`src/rtl/twiddle_pkg.sv`:
```
// Shared types and helpers for the twiddleboard front-panel controller.
package twiddle_pkg;

    typedef enum logic [1:0] {
        BTN_IDLE    = 2'd0,
        BTN_PRESSED = 2'd1,
        BTN_HELD    = 2'd2
    } btn_state_t;

    typedef enum logic [1:0] {
        QD_NONE    = 2'd0,
        QD_UP      = 2'd1,
        QD_DOWN    = 2'd2,
        QD_ILLEGAL = 2'd3
    } quad_delta_t;

    // Encoder pads are pulled up, so both pins read high at rest.
    localparam logic [1:0] AB_IDLE = 2'b11;

    function automatic logic [1:0] gray_next_cw(input logic [1:0] ab);
        case (ab)
            2'b00:   return 2'b01;
            2'b01:   return 2'b11;
            2'b11:   return 2'b10;
            default: return 2'b00;
        endcase
    endfunction

    function automatic quad_delta_t quad_delta(input logic [1:0] prev_ab,
                                               input logic [1:0] ab);
        if (prev_ab == ab)
            return QD_NONE;
        else if ((prev_ab ^ ab) == 2'b11)
            return QD_ILLEGAL;
        else if (gray_next_cw(prev_ab) == ab)
            return QD_UP;
        else
            return QD_DOWN;
    endfunction

endpackage

```
`src/rtl/quad_decoder.sv`:
```
// Synchronises raw encoder pins and folds Gray-code transitions into detent events.
module quad_decoder
    import twiddle_pkg::*;
#(
    parameter int STEPS_PER_DETENT = 4
) (
    input  logic CLK,
    input  logic RST,
    input  logic i_rot_a,
    input  logic i_rot_b,
    input  logic i_clr,
    output logic o_det_up,
    output logic o_det_dn,
    output logic o_err
);

    localparam int ACC_W = $clog2(STEPS_PER_DETENT) + 2;
    localparam logic signed [ACC_W-1:0] ACC_TOP = $signed(ACC_W'(STEPS_PER_DETENT - 1));
    localparam logic signed [ACC_W-1:0] ACC_BOT = -ACC_TOP;

    logic [1:0]              r_sync_a;
    logic [1:0]              r_sync_b;
    logic [1:0]              r_prev_ab;
    logic                    r_primed;
    logic signed [ACC_W-1:0] r_acc;
    logic [1:0]              w_ab;
    quad_delta_t             w_delta;

    assign w_ab    = {r_sync_a[1], r_sync_b[1]};
    assign w_delta = quad_delta(r_prev_ab, w_ab);

    // A detent fires on the step that would carry the accumulator to +-S.
    assign o_err    = r_primed && (w_delta == QD_ILLEGAL);
    assign o_det_up = r_primed && (w_delta == QD_UP)   && (r_acc == ACC_TOP);
    assign o_det_dn = r_primed && (w_delta == QD_DOWN) && (r_acc == ACC_BOT);

    always_ff @(posedge CLK) begin
        if (RST) begin
            r_sync_a  <= {2{AB_IDLE[1]}};
            r_sync_b  <= {2{AB_IDLE[0]}};
            r_prev_ab <= AB_IDLE;
            r_primed  <= 1'b0;
            r_acc     <= '0;
        end else begin
            r_sync_a  <= {r_sync_a[0], i_rot_a};
            r_sync_b  <= {r_sync_b[0], i_rot_b};
            r_prev_ab <= w_ab;
            r_primed  <= 1'b1;
            if (!r_primed || i_clr || o_det_up || o_det_dn)
                r_acc <= '0;
            else if (w_delta == QD_UP)
                r_acc <= r_acc + ACC_W'(1);
            else if (w_delta == QD_DOWN)
                r_acc <= r_acc - ACC_W'(1);
        end
    end

endmodule

```
`src/rtl/twiddle_ctrl.sv`:
```
// Front-panel controller: encoder detents adjust a value register, the button
// toggles lock (short press) or clears the value (long press).
module twiddle_ctrl
    import twiddle_pkg::*;
#(
    parameter int WIDTH             = 4,
    parameter int STEPS_PER_DETENT  = 4,
    parameter int LONG_PRESS_CYCLES = 16000000,
    parameter int WRAP              = 1
) (
    input  logic             CLK,
    input  logic             RST,
    input  logic             rot_a,
    input  logic             rot_b,
    input  logic             btn_n,
    output logic [WIDTH-1:0] value,
    output logic             locked,
    output logic             step_pulse,
    output logic             step_dir,
    output logic             short_press,
    output logic             long_press,
    output logic             quad_err
);

    localparam int               CNT_W    = $clog2(LONG_PRESS_CYCLES) + 1;
    localparam logic [CNT_W-1:0] CNT_LAST = CNT_W'(LONG_PRESS_CYCLES - 1);
    localparam logic [WIDTH-1:0] VAL_MAX  = {WIDTH{1'b1}};

    btn_state_t       r_state;
    logic [CNT_W-1:0] r_hold_cnt;
    logic [WIDTH-1:0] r_value;
    logic             r_locked;
    logic             r_step_pulse;
    logic             r_step_dir;
    logic             r_short_press;
    logic             r_long_press;
    logic             r_quad_err;
    logic             w_det_up;
    logic             w_det_dn;
    logic             w_err;
    logic             w_clear;

    assign w_clear = (r_state == BTN_PRESSED) && !btn_n && (r_hold_cnt == CNT_LAST);

    quad_decoder #(
        .STEPS_PER_DETENT(STEPS_PER_DETENT)
    ) u_quad_decoder (
        .CLK     (CLK),
        .RST     (RST),
        .i_rot_a (rot_a),
        .i_rot_b (rot_b),
        .i_clr   (w_clear),
        .o_det_up(w_det_up),
        .o_det_dn(w_det_dn),
        .o_err   (w_err)
    );

    always_ff @(posedge CLK) begin
        if (RST) begin
            r_state       <= BTN_IDLE;
            r_hold_cnt    <= '0;
            r_value       <= '0;
            r_locked      <= 1'b0;
            r_step_pulse  <= 1'b0;
            r_step_dir    <= 1'b0;
            r_short_press <= 1'b0;
            r_long_press  <= 1'b0;
            r_quad_err    <= 1'b0;
        end else begin
            r_step_pulse  <= 1'b0;
            r_short_press <= 1'b0;
            r_long_press  <= 1'b0;
            r_quad_err    <= w_err;

            case (r_state)
                BTN_IDLE: begin
                    if (!btn_n) begin
                        r_state    <= BTN_PRESSED;
                        r_hold_cnt <= CNT_W'(1);
                    end
                end
                BTN_PRESSED: begin
                    if (btn_n) begin
                        r_state       <= BTN_IDLE;
                        r_hold_cnt    <= '0;
                        r_short_press <= 1'b1;
                        r_locked      <= ~r_locked;
                    end else if (r_hold_cnt == CNT_LAST) begin
                        r_state      <= BTN_HELD;
                        r_long_press <= 1'b1;
                    end else begin
                        r_hold_cnt <= r_hold_cnt + CNT_W'(1);
                    end
                end
                BTN_HELD: begin
                    if (btn_n) begin
                        r_state    <= BTN_IDLE;
                        r_hold_cnt <= '0;
                    end
                end
                default: r_state <= BTN_IDLE;
            endcase

            // Detents use the pre-toggle lock state; a clear overrides any detent.
            if (w_clear) begin
                r_value <= '0;
            end else if ((w_det_up || w_det_dn) && !r_locked) begin
                r_step_pulse <= 1'b1;
                r_step_dir   <= w_det_up;
                if (w_det_up) begin
                    if (WRAP != 0 || r_value != VAL_MAX)
                        r_value <= r_value + WIDTH'(1);
                end else begin
                    if (WRAP != 0 || r_value != '0)
                        r_value <= r_value - WIDTH'(1);
                end
            end
        end
    end

    assign value       = r_value;
    assign locked      = r_locked;
    assign step_pulse  = r_step_pulse;
    assign step_dir    = r_step_dir;
    assign short_press = r_short_press;
    assign long_press  = r_long_press;
    assign quad_err    = r_quad_err;

endmodule

```
`config.mk`:
```
export PLATFORM = sky130hd
export DESIGN_NAME = twiddle_ctrl
export DESIGN_NICKNAME = d
export VERILOG_FILES = /design/src/rtl/twiddle_pkg.sv /design/src/rtl/quad_decoder.sv /design/src/rtl/twiddle_ctrl.sv
export SDC_FILE = /design/constraint.sdc
export NUM_CORES = 1
export LEC_CHECK = 0
export CORE_MARGIN = 4
export CORE_UTILIZATION = 41
export DETAILED_ROUTE_END_ITERATION = 8
export PLACE_DENSITY = 0.6
export SLEW_MARGIN = 20
export SYNTH_ARGS = -nofsm -noshare
export SYNTH_HDL_FRONTEND = slang
export SYNTH_SLANG_ARGS = --single-unit
```
`constraint.sdc`:
```
create_clock -name CLK -period 4.5 [get_ports CLK]
set_input_delay 0.675 -clock CLK [delete_from_list [all_inputs] [get_ports CLK]]
set_output_delay 0.675 -clock CLK [all_outputs]
set_load 0.03 [all_outputs]
```
* After elaboration in Yosys (flattened, before gate mapping)
Index checks and enable logic that the tools add are counted.
** Word-level totals
- Register bits :: 48
- Bits of input ports :: 5
- Output and inout bits :: 10
** Cells by class
- Add/subtract/negate cells :: 5
- Multiplexer cells :: 23
- Equality and inequality tests :: 17
- Reductions and logical operators :: 27
- Bitwise operators :: 4
** Operator list (count)
- 25-bit 2-to-1 mux :: 4
- 25-bit case mux with 3 select lines :: 1
- 25-bit by 1-bit adder with 25-bit output (second input constant) :: 1
- 25-bit by 24-bit == test with 1-bit output (second input constant) :: 1
- 2-bit 2-to-1 mux :: 9
- 4-bit 2-to-1 mux :: 3
- 2-bit case mux with 3 select lines :: 2
- 2-bit == test (second input constant) :: 5
- 4-bit by 3-bit == test with 1-bit output (second input constant) :: 2
- 1-bit logical AND :: 8
- 2-bit by 1-bit == test with 1-bit output (second input constant) :: 3
- 2-bit OR reduction :: 3
- 4-bit by 1-bit adder with 4-bit output (second input constant) :: 1
- 4-bit by 2-bit adder with 4-bit output (second input constant) :: 1
- 2-bit == test :: 2
- 2-bit logical NOT :: 2
- 1-bit logical OR :: 4
- 1-bit 2-to-1 mux :: 4
- 2-bit inequality test (second input constant) :: 2
- 2-bit AND reduction :: 2
- 4-bit AND reduction :: 1
- 4-bit by 1-bit subtractor with 4-bit output (second input constant) :: 1
- 4-bit by 2-bit subtractor with 4-bit output (second input constant) :: 1
- 1-bit logical NOT :: 3
- other kinds (8) :: 10

* Depth between registers and ports, before layout
Gate-level depths: netlist (run 1).
- Depth after elaboration :: 14
- Mapped depth :: 15

* Cells and area by module
A second synthesis (run 1) with hierarchy kept.
** Unflattened totals
- Cells, all modules :: 305
- Area, all modules :: 2620.0 µm²
** By module, submodules not included
- twiddle_ctrl :: area an instance 2038.2 µm², instances 1, cells each 241
- quad_decoder :: area an instance 581.8 µm², instances 1, cells each 64

* Worst setup path before layout (run 1)
Ideal clock, no wire load.
- Path type :: register to register
- Start :: register u_quad_decoder.r_sync_a[1]
- End :: register r_value[3] (netlist: value[3])
- Path slack :: 1.803 ns
- Path buffers :: 1
- Arrival :: 2.627 ns
- Cell stages (with the launch flop) :: 16
- Cells stage by stage :: dfxtp_1 > clkbuf_1 > nand2b_1 > nand3_1 > o21a_1 > inv_1 > ha_1 > nand4bb_1 > nor2_1 > inv_1 > ha_1 > a21o_1 > a21oi_1 > xnor2_1 > or3_1 > a21oi_1
** On the way
- Cells in the longest elaborated chain, start to end :: 9
- Elaborated cells on any way between the ends :: 16
** RTL lines
- from (decl) :: RTL line quad_decoder.sv:21 : logic [1:0] r_sync_a;
- from (signal assigned) :: RTL line quad_decoder.sv:39 : r_sync_a <= {2{AB_IDLE[1]}};
- from (signal assigned) :: RTL line quad_decoder.sv:45 : r_sync_a <= {r_sync_a[0], i_rot_a};
- 2-bit == test or 2-bit XOR (tied branches) :: RTL line twiddle_pkg.sv:35, twiddle_pkg.sv:33
- 2-bit 2-to-1 mux or 2-bit == test (tied branches) :: RTL line twiddle_pkg.sv:35, twiddle_pkg.sv:33
- 2-bit 2-to-1 mux :: RTL line twiddle_pkg.sv:33 : else if ((prev_ab ^ ab) == 2'b11)
- 2-bit 2-to-1 mux (*) :: RTL line twiddle_pkg.sv:31 : if (prev_ab == ab)
- 2-bit by 1-bit == test with 1-bit output or 2-bit == test (tied branches) :: RTL line quad_decoder.sv:34, quad_decoder.sv:35
- 1-bit logical AND, on equally long branches (2 in a row) :: RTL line quad_decoder.sv:34, quad_decoder.sv:35
- 1-bit logical OR :: RTL line twiddle_ctrl.sv:107 : end else if ((w_det_up || w_det_dn) && !r_locked) begin
- 1-bit logical AND :: RTL line twiddle_ctrl.sv:107
- to (signal assigned) :: RTL line twiddle_ctrl.sv:112 : r_value <= r_value + WIDTH'(1);
- to (signal assigned) :: RTL line twiddle_ctrl.sv:115 : r_value <= r_value - WIDTH'(1);
- to (decl) :: RTL line twiddle_ctrl.sv:31 : logic [WIDTH-1:0] r_value;
Every way passes the cells marked *; elsewhere a longest branch is shown, timed or not.
A chain may end at the register's enable or synchronous reset.

* Final worst setup path (run 1)
Ends and elaborated chain as after synthesis.

==> results.toml, run 1 <==
[outcome]
outcome = "complete, no violations"

[drt]
drtAntennaViolNets = 0
num_vias = 2323
top_layer_used = "met4"
drtIter0Drc = 183
drt-met1-wl_um = 2930
totalWireLength_um = 5980
met2_length_um = 2790
dr_wl_met3_um = 208
vias_per_cell = 5.85
wl_per_cell_um = 15.1
drt_pre_antenna_iters = 4
drc = 0

[power_and_ir_drop]
max-vdd-ir-drop_uv = 188
pwr_density_cell_nw_per_um2 = 275
power_leakage_nw = 1.09

[synth]
synth_top_area_share_pct = 35.7
synth.largest_area_cell = "dfxtp_1"
synth.yosys.seq_area_share_pct = 35.7
synth-main-ff-cell = "dfxtp_1"
netlist_instances = 311
ys_warn_count = 0
async_reset_ff_share_pct = 0
synth.distinct_cells = 64
synth_area_um2 = 2700
synth_edf_count = 0
synth_fp_nets = 329
avgSynthCellArea_um2 = 8.67
synth_area_leaders = "dfxtp_1, a21oi_1, ha_1, o21ai_0, nor2_1"
ys_ff_latch = 48

[global_routing]
grt_max_degree = 21
antenna_found_initial = 0
grt_pass1_vias = 2228
grt_pass1_wl_um = 10700
grt_overflow_total = 0
grt.total_usage_pct = 16.9

[sta]
hold_viol = 0
fin_crit_sh_pct = 64.3
finalSetupTns_ns = 0
worstMarginPinSlew_ns = 1.00
setup_viol = 0
fin_crit_ns = 2.89
finClkSkew_ns = 0.00877
fmax_mhz = 345
max_slew_margin_pct = 32.8
final_max_slew_viol_count = 0
rsz0062_at_grt = "false"
whs_ns = 0.417

[clock_network]
ctsHoldBuffers = 0
cts_buffer_depth = 2
cts.repair.resized = 0
clkLatencyLatePin_ns = 0.30
cts_tree = "yes"
path_clk_slew_ns = 0.09
cts_root_buffer = "clkbuf_8"
cts_setup_buffers = 0
cts.sinks = 48
cts_buffers = 5
cts_max_level = 2

[placed_design]
placed_cells = 390
dpl.hpwl_um = 4270
postPlaceCellArea_um2 = 2860
io_buffers = 14
gp_congestion = 0.827

[floorplan]
ioPinCount = 15
rows = 29
die_w_um = 89.1
fp.coreArea_um2 = 6350
start_util_pct = 42.4
die_h_um = 89.1
die_area_um2 = 7930

[worst_hold_path]
min_path_type = "register to register"

[setup_path]
cp_max_fo = 8
worstPathRequired_ns = 4.73
critical_path.endpoint_type = "register"
cp-start-kind = "register"
crit_type = "register to register"
critPathArrivalTime_ns = 3.13

[cells_and_area]
final_common_cell = "dfxtp_1"
antenna_cells = 0
final_nets = 338
layout_common_cells = "dfxtp_1, a21oi_1, nor2_1, nand2_1, o21ai_0"
fillers = 625
fin_cells = 397
final_area_um2 = 2950
area_growth_pct = 9.56
drive_gt1_share_pct = 11.6

[job]
max-cap-violations = 0
## report_power, final
group	internal, W	switching, W
clock network	0.000123	0.000146
registers	0.000434	0.0000113
logic	0.0000403	0.0000569
## synth_stat cells, drive strengths merged, types with 5 or more instances
master,number
a21oi,30
buf,10
dfxtp,48
ha,11
inv,8
nand2,26
nand3,15
nand4,15
nor2,26
nor3,8
nor4,5
o21ai,33
o31ai,5
or2,6
xnor2,7
## worst paths after layout
path	startpoint	end	slack (ns)	depth (start not counted)
hold / removal	u_quad_decoder.r_sync_b[0]	u_quad_decoder.r_sync_b[1]	0.42	1
setup reg to reg	u_quad_decoder.r_sync_a[1]	value[3]	1.61	14
hold reg to reg	u_quad_decoder.r_sync_b[0]	u_quad_decoder.r_sync_b[1]	0.42	1
setup / recovery	u_quad_decoder.r_sync_a[1]	value[3]	1.61	14
## flip-flops by register name, summed over array words and instances (netlist names)
register                  flops
r_hold_cnt                   25
u_quad_decoder.r_acc          4
value                         4
r_state                       2
u_quad_decoder.r_prev_ab      2
u_quad_decoder.r_sync_a       2
u_quad_decoder.r_sync_b       2
locked                        1
long_press                    1
quad_err                      1
short_press                   1
step_dir                      1
step_pulse                    1
u_quad_decoder.r_primed       1
## area by class of cell
type / instances / area (µm²) / share of cell area [%]
Clock buffer: 6 / 82.6 / 2.80
Clock inverter: 1 / 8.76 / 0.297
Inverter: 8 / 30.0 / 1.02
Multi-Input combinational cell: 243 / 1630 / 55.3
Sequential cell: 48 / 961 / 32.5
Tap cell: 77 / 96.3 / 3.26
Timing Repair Buffer: 14 / 140 / 4.75
## metal layers
metal | GRT usage (%) | vias to the layer above
li1 | - | 1159
met1 | 23.1 | 1119
met2 | 27.3 | 41
met3 | 3.23 | 4
met4 | 4.87 | 0
met5 | 0 | -
## kinds of logic after synthesis
group / synth area share [%]
and+or+nand+nor: 29.0
AOI/OAI and AO/OA: 19.9
DFF: 35.7
buffers and inverters: 3.71
adders and majority gates: 6.59
xor gates and xnor gates: 2.92
muxes: 2.23
## critical path: stages, from the launching register on
cell and delay, ns:
dfxtp_1 0.47, nand2b_1 0.14, nand3_1 0.07, o21a_1 0.13
inv_1 0.06, ha_1 0.21, nand4bb_1 0.20, nor2_1 0.25
inv_1 0.13, ha_1 0.29, a21o_1 0.17, a21oi_1 0.18
xnor2_1 0.09, or3_1 0.30, a21oi_1 0.14
## stage by stage
step	setup WS, ns	power, W	util, %
finish	1.61	0.000812	46.5
floorplan	1.80	0.000529	-
detailed placement	1.39	0.000553	45.1
global route	1.36	0.000850	46.5
global placement	1.41	0.000550	45.1
CTS	1.58	0.000820	46.5
Note: power is estimated with default switching activity, not from simulation.
==> inputs of run 2 (changes only) <==
- clock period: 4.5 -> 2.7 ns (I/O delays scaled with it)
==> results.toml, run 2 (synthesis results as in run 1) <==
[setup_path]
max_stage_delay_ns = 0.39
critPathSlowestCell = "dfxtp_4"
cp-start-kind = "register"
worstPathRequired_ns = 2.94
rr_endpoint = "value[3]"
rr_startpoint = "u_quad_decoder.r_sync_a[1]"
cp_num_buf_inv = 2
crit_type = "register to register"
critical_path.endpoint_type = "register"
critPathArrivalTime_ns = 2.75
path_cells = "nand2b_1, nand3_1, o21a_1, inv_1, ha_2, nand4bb_4, nor2_1, inv_1, ha_1, a21o_1, a21oi_2, xnor2_1, or3_1, a21oi_2"
reg2reg_slack_ns = 0.19
crit_family = "simple AND/OR/NAND/NOR gates"
r2r_cells = 14
cp_max_fo = 8

[power_and_ir_drop]
max-vdd-ir-drop_uv = 208
clkPwrFrac_pct = 35.6
p_int_w = 0.00107
pwr_density_cell_nw_per_um2 = 463
p_switching_w = 0.000352
power_leakage_nw = 1.14
p_seq_share_pct = 52.4
combPwrFrac_pct = 12.0
swShare_pct = 24.9

[sta]
finClkSkew_ns = 0.00724
setup_viol = 0
final_max_slew_viol_count = 0
fin_crit_ns = 2.51
fmax_mhz = 398
hold_viol = 0
rsz0062_at_grt = "false"
fin_crit_sh_pct = 93.0
finalSetupTns_ns = 0
whs_ns = 0.412
worst_slack_ns = 0.188
worstMarginPinSlew_ns = 0.610
max_slew_margin_pct = 59.0

[cells_and_area]
area_growth_pct = 13.7
final_nets = 348
final_common_cell = "dfxtp_1"
largest_reg_flops = 25
drive_gt1_share_pct = 15.5
layout_common_cells = "dfxtp_1, a21oi_1, nor2_1, nand2_1, o21ai_0"
fillers = 598
antenna_cells = 0
largest-register = "r_hold_cnt"

[worst_hold_path]
min_from = "u_quad_decoder.r_sync_a[0]"
whs_path_depth = 1
holdPathEnd = "u_quad_decoder.r_sync_a[1]"
min_path_type = "register to register"

[drt]
wl_per_cell_um = 14.4
drtAntennaViolNets = 0
vias_per_cell = 5.75
num_vias = 2336
totalWireLength_um = 5860
drtIter0Drc = 90
drc = 0
drt_pre_antenna_iters = 4

[global_routing]
grt_pass1_vias = 2104
grt_overflow_total = 0
antenna_found_initial = 0
grt.total_usage_pct = 15.6
grt_max_degree = 19
grt_pass1_wl_um = 9810

[floorplan]
fp.coreArea_um2 = 6350
die_w_um = 89.1
rows = 29
start_util_pct = 42.4
die_h_um = 89.1
die_area_um2 = 7930
ioPinCount = 15

[placed_design]
dpl.hpwl_um = 4260
io_buffers = 14
place_ws_ns = 0.0143
gp_congestion = 0.841

[clock_network]
cts_tree = "yes"
cts_max_level = 2
cts_buffer_depth = 2
cts_buffers = 5
cts_root_buffer = "clkbuf_8"
ctsHoldBuffers = 0
path_clk_slew_ns = 0.09
clkLatencyLatePin_ns = 0.30
cts.sinks = 48

[job]
max-cap-violations = 0

[outcome]
outcome = "complete, no violations"
## run 2: cell types whose count changed in the layout (fill, tap and decap cells not counted), sizes merged
cell    previous run  this run
bufinv             0         1
buf                0        10
clkinv             1         0
clkbuf             6         5
## run 2: through the flow
step                      util, %  total power, W  area (µm²)  cells
after floorplan                 -        0.000881        2700    311
after global placement       46.0        0.000923        2920    398
after detailed placement     46.0        0.000926        2920    398
after CTS                    47.6         0.00143        3020    404
after global routing         48.3         0.00147        3070    406
final                        48.3         0.00142        3070    406
## run 2: how the worst max path moves through the flow
stage	from	end	slack (ns)	depth (start not counted)
after global routing	u_quad_decoder.r_sync_a[1]	value[3]	0.006	14
final	u_quad_decoder.r_sync_a[1]	value[3]	0.19	14
after global placement	u_quad_decoder.r_sync_a[1]	value[3]	0.09	14
after CTS	u_quad_decoder.r_sync_a[1]	value[3]	0.07	14
after floorplan	u_quad_decoder.r_sync_a[1]	value[3]	0.003	15
after detailed placement	u_quad_decoder.r_sync_a[1]	value[3]	0.01	14
## run 2: worst reg2reg max path, delay by kind of cell, from the launching register on
kind | cells | cell delay, ns
AND/OR/NAND/NOR | 5 | 0.81
AO/OA/AOI/OAI | 4 | 0.58
adder cells (fa/ha/maj) | 2 | 0.48
flip-flops | 1 | 0.39
buffers and inverters | 2 | 0.15
XOR/XNOR | 1 | 0.08
## run 2: per-layer routing
metal  track usage (%)  part of all wire [%]  up-vias
met3              2.58                   4.6        8
met2              25.8                    46       38
met5                 0                     0        -
met1              20.5                    48     1108
li1                  -                     -     1182
met4              5.41                   1.4        0
## run 2: power groups by stage
| stage | combinational (W) | clock [W] | sequential, W |
|---|---|---|---|
| after global routing | 0.000190 | 0.000538 | 0.000745 |
| after CTS | 0.000169 | 0.000521 | 0.000742 |
| after detailed placement | 0.000167 | 0 | 0.000759 |
| after floorplan | 0.000123 | 0 | 0.000758 |
| final | 0.000170 | 0.000505 | 0.000743 |
| after global placement | 0.000165 | 0 | 0.000758 |
## run 2: repair_timing
item,in CTS,in global routing
resized for setup,1,5
buffers inserted,0,2
pin swaps,0,2
setup endpoints to repair,1,1
## run 2: final cells by class
type                       instances  area, µm²  area share, %
multi-input combinational        243       1660           54.2
sequential                        48        965           31.5
timing repair buffer              24        215           7.02
tap                               77       96.3           3.14
clock buffer                       5       68.8           2.24
clock inverter                     1       30.0          0.980
inverter                           8       30.0          0.980
==> inputs of run 3 (changes only) <==
- CORE_MARGIN: 4 -> 2
==> results.toml, run 3 (synthesis results as in run 1) <==
[worst_hold_path]
min_path_type = "register to register"
holdPathEnd = "u_quad_decoder.r_sync_a[1]"
min_from = "u_quad_decoder.r_sync_a[0]"
whs_path_depth = 1

[floorplan]
die_h_um = 85.1
fp.coreArea_um2 = 6350
die_w_um = 85.1
rows = 29
ioPinCount = 15
die_area_um2 = 7240
start_util_pct = 42.4

[drt]
drt_pre_antenna_iters = 4
drtAntennaViolNets = 0
drc = 0
num_vias = 2311
totalWireLength_um = 5990
wl_per_cell_um = 14.6
vias_per_cell = 5.65
drtIter0Drc = 136

[clock_network]
cts_tree = "yes"
cts_max_level = 2
path_clk_slew_ns = 0.09
cts_buffers = 5
clkLatencyLatePin_ns = 0.31
cts_root_buffer = "clkbuf_8"
cts.sinks = 48
cts_buffer_depth = 2
ctsHoldBuffers = 0

[power_and_ir_drop]
combPwrFrac_pct = 10.6
p_switching_w = 0.000366
clkPwrFrac_pct = 43.9
swShare_pct = 22.5
max-vdd-ir-drop_uv = 271
power_leakage_nw = 1.17
p_seq_share_pct = 45.6
p_int_w = 0.00126
pwr_density_cell_nw_per_um2 = 522

[global_routing]
gr-usage-met3_pct = 3.21
grt_max_degree = 19
grt.total_usage_pct = 17.4
grt_pass1_wl_um = 10300
use_met1_pct = 24.2
antenna_found_initial = 0
grt_overflow_total = 0
grt_pass1_vias = 2120
busiest_layer = "met2"
grt_use_met2_pct = 27.3

[setup_path]
cp-start-kind = "register"
rr_endpoint = "value[3]"
crit_type = "register to register"
r2r_cells = 12
rr_startpoint = "u_quad_decoder.r_prev_ab[0]"
critical_path.endpoint_type = "register"
worstPathRequired_ns = 2.95
cp_max_fo = 5
reg2reg_slack_ns = 0.15
critPathArrivalTime_ns = 2.80

[cells_and_area]
largest-register = "r_hold_cnt"
final_area_um2 = 3120
layout_common_cells = "dfxtp_1, a21oi_1, nor2_1, nand2_1, o21ai_0"
largest_reg_flops = 25
antenna_cells = 0
final_common_cell = "dfxtp_1"
area_growth_pct = 15.7
multi_input_area_um2 = 1650
final_nets = 349
drive_gt1_share_pct = 16.6
utilization_pct = 49.1
fillers = 612
seq_area_um2 = 965

[sta]
fin_crit_ns = 2.55
finalSetupTns_ns = 0
fmax_mhz = 392
final_max_slew_viol_count = 0
whs_ns = 0.420
max_slew_margin_pct = 59.3
worstMarginPinSlew_ns = 0.606
worst_slack_ns = 0.147
setup_viol = 0
finClkSkew_ns = 0.0131
fin_crit_sh_pct = 94.6
hold_viol = 0

[job]
max-cap-violations = 0

[placed_design]
postPlaceCellArea_um2 = 2910
gp_congestion = 0.776
place_ws_ns = -0.0556
io_buffers = 14
dpl.hpwl_um = 4310

[outcome]
outcome = "complete, no violations"
[run 3: area by class of cell]
| type | instances | area share, % |
|---|---|---|
| Clock buffer | 5 | 2.21 |
| Clock inverter | 3 | 2.89 |
| Inverter | 8 | 0.963 |
| Multi-Input combinational cell | 243 | 52.8 |
| Sequential cell | 48 | 30.9 |
| Tap cell | 77 | 3.09 |
| Timing Repair Buffer | 25 | 7.14 |
[run 3: through the flow]
step	cells	total power, W
global route	409	0.00171
finish	409	0.00163
detailed placement	397	0.000926
global placement	397	0.000922
CTS	405	0.00164
floorplan	311	0.000881
[run 3: power groups by stage]
stage	combinational (W)	clock (W)	sequential [W]
floorplan	0.000123	0	0.000758
detailed placement	0.000167	0	0.000759
global route	0.000193	0.000766	0.000746
global placement	0.000163	0	0.000759
CTS	0.000167	0.000734	0.000742
finish	0.000172	0.000715	0.000742
[run 3: critical path, cell delays in order, from the launching register on]
cell	delay (ns)
dfxtp_1	0.36
o21ai_0	0.25
o21a_1	0.18
ha_2	0.19
nand4bb_1	0.15
nor2_2	0.18
inv_2	0.07
ha_1	0.27
a21o_1	0.19
a21oi_2	0.15
xnor2_1	0.08
or3_1	0.32
a21oi_2	0.11
[run 3: worst max path at each step]
stage,from,to,slack (ns),cells after the start
final,u_quad_decoder.r_prev_ab[0],value[3],0.15,12
after global routing,u_quad_decoder.r_prev_ab[1],value[3],-0.04,13
after CTS,u_quad_decoder.r_sync_a[1],value[3],0.02,14
after detailed placement,u_quad_decoder.r_sync_a[1],value[3],-0.06,14
after global placement,u_quad_decoder.r_sync_a[1],value[3],0.06,14
after floorplan,u_quad_decoder.r_sync_a[1],value[3],0.003,15
[run 3: what timing repair did]
item	CTS	global route
resized for setup	2	5
cloned	0	0
setup buffers	0	4
hold endpoints to repair	0	0
endpoints found under the setup margin	1	1
pin swaps	0	2
[run 3: layer usage]
layer | wire, µm | vias up
met3 | 142 | 6
met4 | 70 | 0
met5 | 0 | -
met1 | 3010 | 1090
li1 | - | 1189
met2 | 2760 | 26
